File: src/rtl/ula_multiciclo.sv
// ula_multiciclo: multicycle ALU with 1-cycle logic/arithmetic ops and an iterative 1-bit/cycle shifter.
// start/done handshake with registered result and flags (zero, overflow, invalid).
`default_nettype none

module ula_multiciclo #(
  parameter int WIDTH   = 32,
  parameter int SHAMT_W = 5
) (
  input  logic               clk,
  input  logic               rst_n,
  input  logic               start,
  input  logic [4:0]         op,
  input  logic [WIDTH-1:0]   a,
  input  logic [WIDTH-1:0]   b,
  input  logic [SHAMT_W-1:0] shamt,
  output logic [WIDTH-1:0]   result,
  output logic               zero,
  output logic               overflow,
  output logic               invalid,
  output logic               busy,
  output logic               done
);

  typedef enum logic [1:0] {IDLE = 2'd0, SHIFT = 2'd1, DONE = 2'd2} state_t;

  localparam logic [4:0] OP_AND  = 5'b00000;
  localparam logic [4:0] OP_OR   = 5'b00001;
  localparam logic [4:0] OP_ADD  = 5'b00010;
  localparam logic [4:0] OP_XOR  = 5'b00011;
  localparam logic [4:0] OP_NOR  = 5'b00100;
  localparam logic [4:0] OP_SLT  = 5'b00101;
  localparam logic [4:0] OP_SUB  = 5'b00110;
  localparam logic [4:0] OP_SLTU = 5'b00111;
  localparam logic [4:0] OP_SLL  = 5'b01000;
  localparam logic [4:0] OP_SRL  = 5'b01001;
  localparam logic [4:0] OP_SRA  = 5'b01010;
  localparam logic [4:0] OP_SLLV = 5'b01011;
  localparam logic [4:0] OP_SRLV = 5'b01100;
  localparam logic [4:0] OP_SRAV = 5'b01101;

  localparam logic [1:0] SK_LL = 2'd0;
  localparam logic [1:0] SK_RL = 2'd1;
  localparam logic [1:0] SK_RA = 2'd2;

  state_t             state;
  logic [WIDTH-1:0]   shreg;
  logic [SHAMT_W-1:0] cnt;
  logic [1:0]         kind;

  logic [WIDTH-1:0]   alu_res;
  logic               alu_ovf;
  logic               op_invalid;
  logic               op_shift;
  logic [SHAMT_W-1:0] op_amt;
  logic [1:0]         op_kind;
  logic [WIDTH-1:0]   sum;
  logic [WIDTH-1:0]   diff;
  logic [WIDTH-1:0]   shreg_next;

  assign sum  = a + b;
  assign diff = a - b;

  always_comb begin
    alu_res    = '0;
    alu_ovf    = 1'b0;
    op_invalid = 1'b0;
    op_shift   = 1'b0;
    op_amt     = a[SHAMT_W-1:0];
    op_kind    = SK_LL;
    case (op)
      OP_AND:  alu_res = a & b;
      OP_OR:   alu_res = a | b;
      OP_ADD: begin
        alu_res = sum;
        alu_ovf = (a[WIDTH-1] == b[WIDTH-1]) && (sum[WIDTH-1] != a[WIDTH-1]);
      end
      OP_XOR:  alu_res = a ^ b;
      OP_NOR:  alu_res = ~(a | b);
      OP_SLT:  alu_res = {{(WIDTH-1){1'b0}}, ($signed(a) < $signed(b))};
      OP_SUB: begin
        alu_res = diff;
        alu_ovf = (a[WIDTH-1] != b[WIDTH-1]) && (diff[WIDTH-1] != a[WIDTH-1]);
      end
      OP_SLTU: alu_res = {{(WIDTH-1){1'b0}}, (a < b)};
      OP_SLL:  begin op_shift = 1'b1; op_amt = shamt; op_kind = SK_LL; end
      OP_SRL:  begin op_shift = 1'b1; op_amt = shamt; op_kind = SK_RL; end
      OP_SRA:  begin op_shift = 1'b1; op_amt = shamt; op_kind = SK_RA; end
      OP_SLLV: begin op_shift = 1'b1; op_kind = SK_LL; end
      OP_SRLV: begin op_shift = 1'b1; op_kind = SK_RL; end
      OP_SRAV: begin op_shift = 1'b1; op_kind = SK_RA; end
      default: op_invalid = 1'b1;
    endcase
  end

  always_comb begin
    shreg_next = {shreg[WIDTH-2:0], 1'b0};
    case (kind)
      SK_RL:   shreg_next = {1'b0, shreg[WIDTH-1:1]};
      SK_RA:   shreg_next = {shreg[WIDTH-1], shreg[WIDTH-1:1]};
      default: shreg_next = {shreg[WIDTH-2:0], 1'b0};
    endcase
  end

  always_ff @(posedge clk or negedge rst_n) begin
    if (!rst_n) begin
      state    <= IDLE;
      shreg    <= '0;
      cnt      <= '0;
      kind     <= SK_LL;
      result   <= '0;
      zero     <= 1'b0;
      overflow <= 1'b0;
      invalid  <= 1'b0;
      busy     <= 1'b0;
      done     <= 1'b0;
    end else begin
      done <= 1'b0;
      case (state)
        IDLE: begin
          if (start) begin
            busy <= 1'b1;
            if (op_shift && op_amt != '0) begin
              shreg <= b;
              cnt   <= op_amt;
              kind  <= op_kind;
              state <= SHIFT;
            end else if (op_shift) begin
              result   <= b;
              zero     <= (b == '0);
              overflow <= 1'b0;
              invalid  <= 1'b0;
              done     <= 1'b1;
              state    <= DONE;
            end else begin
              // Invalid ops fall out of the case with alu_res=0, alu_ovf=0.
              result   <= alu_res;
              zero     <= (alu_res == '0);
              overflow <= alu_ovf;
              invalid  <= op_invalid;
              done     <= 1'b1;
              state    <= DONE;
            end
          end
        end
        SHIFT: begin
          shreg <= shreg_next;
          cnt   <= cnt - SHAMT_W'(1);
          if (cnt == SHAMT_W'(1)) begin
            result   <= shreg_next;
            zero     <= (shreg_next == '0);
            overflow <= 1'b0;
            invalid  <= 1'b0;
            done     <= 1'b1;
            state    <= DONE;
          end
        end
        DONE: begin
          busy  <= 1'b0;
          state <= IDLE;
        end
        default: begin
          busy  <= 1'b0;
          state <= IDLE;
        end
      endcase
    end
  end

endmodule

`default_nettype wire

File: config.mk
export PLATFORM = sky130hd
export DESIGN_NAME = ula_multiciclo
export DESIGN_NICKNAME = d
export VERILOG_FILES = /design/src/rtl/ula_multiciclo.sv
export SDC_FILE = /design/constraint.sdc
export NUM_CORES = 1
export LEC_CHECK = 0
export BUFFER_PORTS_ARGS = -buffer_cell sky130_fd_sc_hd__buf_2
export CELL_PAD_IN_SITES_DETAIL_PLACEMENT = 2
export CELL_PAD_IN_SITES_GLOBAL_PLACEMENT = 2
export CORE_ASPECT_RATIO = 2
export CORE_MARGIN = 1.5
export CORE_UTILIZATION = 35
export DETAILED_ROUTE_END_ITERATION = 7
export PLACE_DENSITY_LB_ADDON = 0.25
export SLEW_MARGIN = 20
export SYNTH_ARGS = -nofsm -noshare
export SYNTH_HDL_FRONTEND = slang
export SYNTH_SLANG_ARGS = --single-unit
File: constraint.sdc
create_clock -name clk -period 3.37 [get_ports clk]
set_input_delay 0.337 -clock clk [delete_from_list [all_inputs] [get_ports clk]]
set_output_delay 0.337 -clock clk [all_outputs]
set_load 0.03 [all_outputs]
==> metrics.txt, run 1 <==
status=did not finish; last step reached=4_1_cts; Err=[ERROR DPL-0033] detailed placement checks failed during check placement.; floorplan row count=88; Net Count, Synth=~1600; cell taking the most area after synthesis=dfrtp_1; Netlist cell types=90; Most used DFF post-synth=dfrtp_1; Synth area leaders=dfrtp_1 (19%), ha_1 (12%), a21oi_1 (5.6%); Synth async-reset ratio=100.0%; hold buffer count at CTS=1; Resize count post-CTS=158; syn_area_per_cell=7.374 µm²; mapped cell area=10320 µm²; Post-Syn Instances=1400; clk buf depth=2; Cell Area, Placed=14170 µm²; Yosys Warn Count=0; placed cells=2189; clock sink total=78; # H-tree levels=3; Initial Util=between 30% and 40%; Setup Fix Bufs, Post-CTS=28; DP HPWL=58030 µm; sequential-to-total area share from yosys stat=around a fifth; gp weighted congestion=roughly 1; Setup WS pre-CTS=-0.9186 ns; Die X=124.4 µm; CTS buffer count=9; share of the synthesized area in the top cell type=18.91%; root buffer cell=clkbuf_16; Die H=245.9 µm; Port-buffer cells=113; I/O pin count=114; Yosys reg bits=78; Post-synth EDFFs=0
==> metrics by stage <==
stage,TNS [ns],hold WS [ns]
floorplan,0,0.04141
global placement,-3.375,0.3471
detailed placement,-5.892,0.3561
==> kinds of logic after synthesis <==
group | after synthesis | synth area share [%]
AO/OA/AOI/OAI | 503 | 33.68
AND/OR/NAND/NOR | 465 | 21.90
buffers and inverters | 197 | 7.623
adder cells (fa/ha/maj) | 105 | 12.87
flip-flops | 78 | 18.91
multiplexers | 46 | 4.508
XOR/XNOR | 6 | 0.5090
==> cells in the mapped netlist, types with 21 or more instances <==
master / count
a21oi_1: 115
inv_1: 103
a211oi_1: 21
nand3_1: 29
buf_2: 26
dfrtp_1: 78
o211ai_1: 27
nand2_1: 133
ha_1: 103
clkbuf_1: 57
nor4_1: 21
a31oi_1: 48
nor2_1: 121
a221oi_1: 27
mux2i_1: 42
nor3_1: 51
o21ai_0: 76
==> inputs of run 2 (changes only) <==
==> config.mk (replaced) <==
export PLATFORM = sky130hd
export DESIGN_NAME = ula_multiciclo
export DESIGN_NICKNAME = d
export VERILOG_FILES = /design/src/rtl/ula_multiciclo.sv
export SDC_FILE = /design/constraint.sdc
export NUM_CORES = 1
export LEC_CHECK = 0
export BUFFER_PORTS_ARGS = -buffer_cell sky130_fd_sc_hd__buf_2
export CORE_MARGIN = 1.5
export CORE_UTILIZATION = 40
export DETAILED_ROUTE_END_ITERATION = 7
export PLACE_DENSITY_LB_ADDON = 0.15
export SLEW_MARGIN = 20
export SYNTH_ARGS = -nofsm -noshare
export SYNTH_HDL_FRONTEND = slang
export SYNTH_SLANG_ARGS = --single-unit
==> run 2 against run 1 <==
Effect of this change:
- the flow now finishes, with violations (setup timing)
- synthesized cell count unchanged
- area after synthesis is the same
==> metrics.txt, run 2 <==
status=finished, violations left; failing checks=setup timing; CTS buffer count=9; clock latency on the worst-skew pair=0.35 ns; post-layout min period=3.436 ns; GRT Util Overall=36.94%; Initial Util=40.88%; mapped cell area=10320 µm²; CP Capture Type=flop; ant diodes=0; Clock power frac=14.9%; placed cells=2105; number of max-cap violations=0; Die H=163.7 µm; Port-buffer cells=113; Clock transition at path regs=0.07 ns; Slew Viols, Final=0; Worst Tran Pin Value=0.8170 ns; most frequent cells in the layout=buf_4 (350), nand2_1 (133), nor2_1 (116); Rel. slew slack=roughly 45%; crit share post-route=102.0%; Flop pwr share=26.7%; # H-tree levels=3; antenna viol nets, final=0; hold buffer count at CTS=0; root buffer cell=clkbuf_16; first-pass GRT wire length=74160 µm; 1st-iter DRT viols=about 1300; commonest non-fill, non-tap cell in the layout=buf_4; Post-synth EDFFs=0; syn_area_per_cell=around 7.4 µm²; full die area=26780 µm²; final worst slack=-0.06645 ns; clock skew after layout=between 0.009 and 0.01 ns; TritonCTS clock tree=yes; WL final=49790 µm; floorplan row count=58; sequential-to-total area share from yosys stat=18.91%; Comb pwr share=58.4%; Synth async-reset ratio=between 90% and 100%; drt pass-1 iters=5; Psw=3.221 mW; DP HPWL=40240 µm; Tightest Hold Check Type=primary input to async pin; gp weighted congestion=0.9816; critical path required time=3.65 ns; Yosys reg bits=78; initial antenna violation count=0; area growth from synthesis to final layout=38.50%; non-filler instance count after layout=between 2000 and 2500; overall via count from detail_route=between 10000 and 15000; cell taking the most area after synthesis=dfrtp_1; Setup TNS=-0.06645 ns; Yosys Warn Count=0; Die X=around 160 µm; final setup violation count=1; most frequent cells after synthesis=nand2_1 (133), nor2_1 (121), a21oi_1 (115); reg-to-reg slack, setup=0.05 ns; Net Count, Synth=roughly 1600; share of the synthesized area in the top cell type=18.91%; Int Power=approximately 3.5 mW; vias in the first global route=12360; drt drc=0; Synth area leaders=dfrtp_1 (19%), ha_1 (12%), a21oi_1 (5.6%); most frequent cell after synthesis=nand2_1; total grt overflow=0; clk buf depth=2; Nets=approximately 2000; Core Region=approximately 25000 µm²; Pleak=a little under 7 nW; biggest regs=result x32, shreg x32, cnt x5; Hold Fails Final Rpt=0; worst-path maximum fanout=4; Final Total Pwr=6.742 mW; PwrDens=approximately 470 nW/µm²; Via density=6.102; clock sink total=slightly below 80; Netlist cell types=90; WP data arrival=3.72 ns; pin count of the biggest net entering global routing=79; post-DR wirelength/cell=23.43 µm; crit path launch type=primary input; WS Path Type=primary input to flop; Post-Syn Instances=1400; f_max=291.0 MHz; RSZ-0062 raised after global routing=true; worst vdd ir=approximately 0.00038 V; Sw Share=approximately 48%; share of cells above drive strength 1=approximately a third; I/O pin count=114; Most used DFF post-synth=dfrtp_1; # fillers=2475
run 2: cell type report:
cell class | count | area [µm²] | area share, %
Multi-Input combinational cell | 1125 | 7883 | 55.13
Timing Repair Buffer | 470 | 3354 | 23.46
Sequential cell | 78 | 1952 | 13.65
Tap cell | 330 | 412.9 | 2.888
Inverter | 106 | 397.9 | 2.783
Clock buffer | 10 | 229.0 | 1.601
Clock inverter | 6 | 70.07 | 0.4900
run 2: power by group through the flow:
stage	Combinational [mW]	Sequential [mW]	Clock, mW
2_1_floorplan	1.80	2.04	0
3_3_place_gp	3.73	1.76	0
3_5_place_dp	3.76	1.77	0
6_report	3.94	1.80	1.01
4_1_cts	3.83	1.77	1.01
5_1_grt	4.26	1.84	1.05
run 2: what timing repair did:
item | 4_1_cts | 5_1_grt
endpoints found under the setup margin | 4 | 5
pin swaps | 13 | 10
gates cloned | 0 | 0
setup buffers | 3 | 1
gates resized for setup | 31 | 30
run 2: logic make-up after synthesis:
logic type | share of synthesized area, %
AO/OA/AOI/OAI | 33.68
AND/OR/NAND/NOR | 21.90
buffers and inverters | 7.623
adder cells (fa/ha/maj) | 12.87
flip-flops | 18.91
multiplexers | 4.508
XOR/XNOR | 0.5090
run 2: final timing paths:
path	startpoint	to	cells past startpoint
setup / recovery	a[1]	zero	15
hold / removal	rst_n	cnt[3]	1
setup reg to reg	kind[1]	zero	15
hold reg to reg	result[1]	result[1]	1
max in group asynchronous	rst_n	result[27]	1
min in group clk	start	busy	3
run 2: metal layers:
layer  part of all wire, %  track usage (%)  up-vias
li1                      -                -     6012
met1                    43            49.70     6225
met2                    45            59.38      620
met3                   7.2            4.418      110
met4                   4.7            15.70        0
met5                     0                0        -
run 2: critical path: stages:
cell and delay, ns:
buf_2 0.12, inv_1 0.09, ha_1 0.34, o21ba_2 0.23
or4_4 0.46, a211oi_4 0.41, o21ai_1 0.10, o2111ai_1 0.15
o211a_1 0.26, o2111ai_1 0.12, nor4_1 0.30, buf_4 0.19
and4_1 0.19, and4_1 0.23, a41o_1 0.18
run 2: metrics by stage:
| step | setup slack [ns] | hold slack (ns) | utilization, % | instance area (µm²) |
|---|---|---|---|---|
| global route | -0.09886 | 0.07912 | 56.62 | 14300 |
| floorplan | 0.09166 | 0.04141 | - | 10320 |
| finish | -0.06645 | 0.01904 | 56.62 | 14300 |
| global placement | -0.6805 | 0.4560 | 54.26 | 13700 |
| detailed placement | -0.6755 | 0.4627 | 54.26 | 13700 |
| CTS | 0.007819 | 0.1928 | 56.09 | 14160 |
Note: power is estimated with default switching activity, not from simulation.
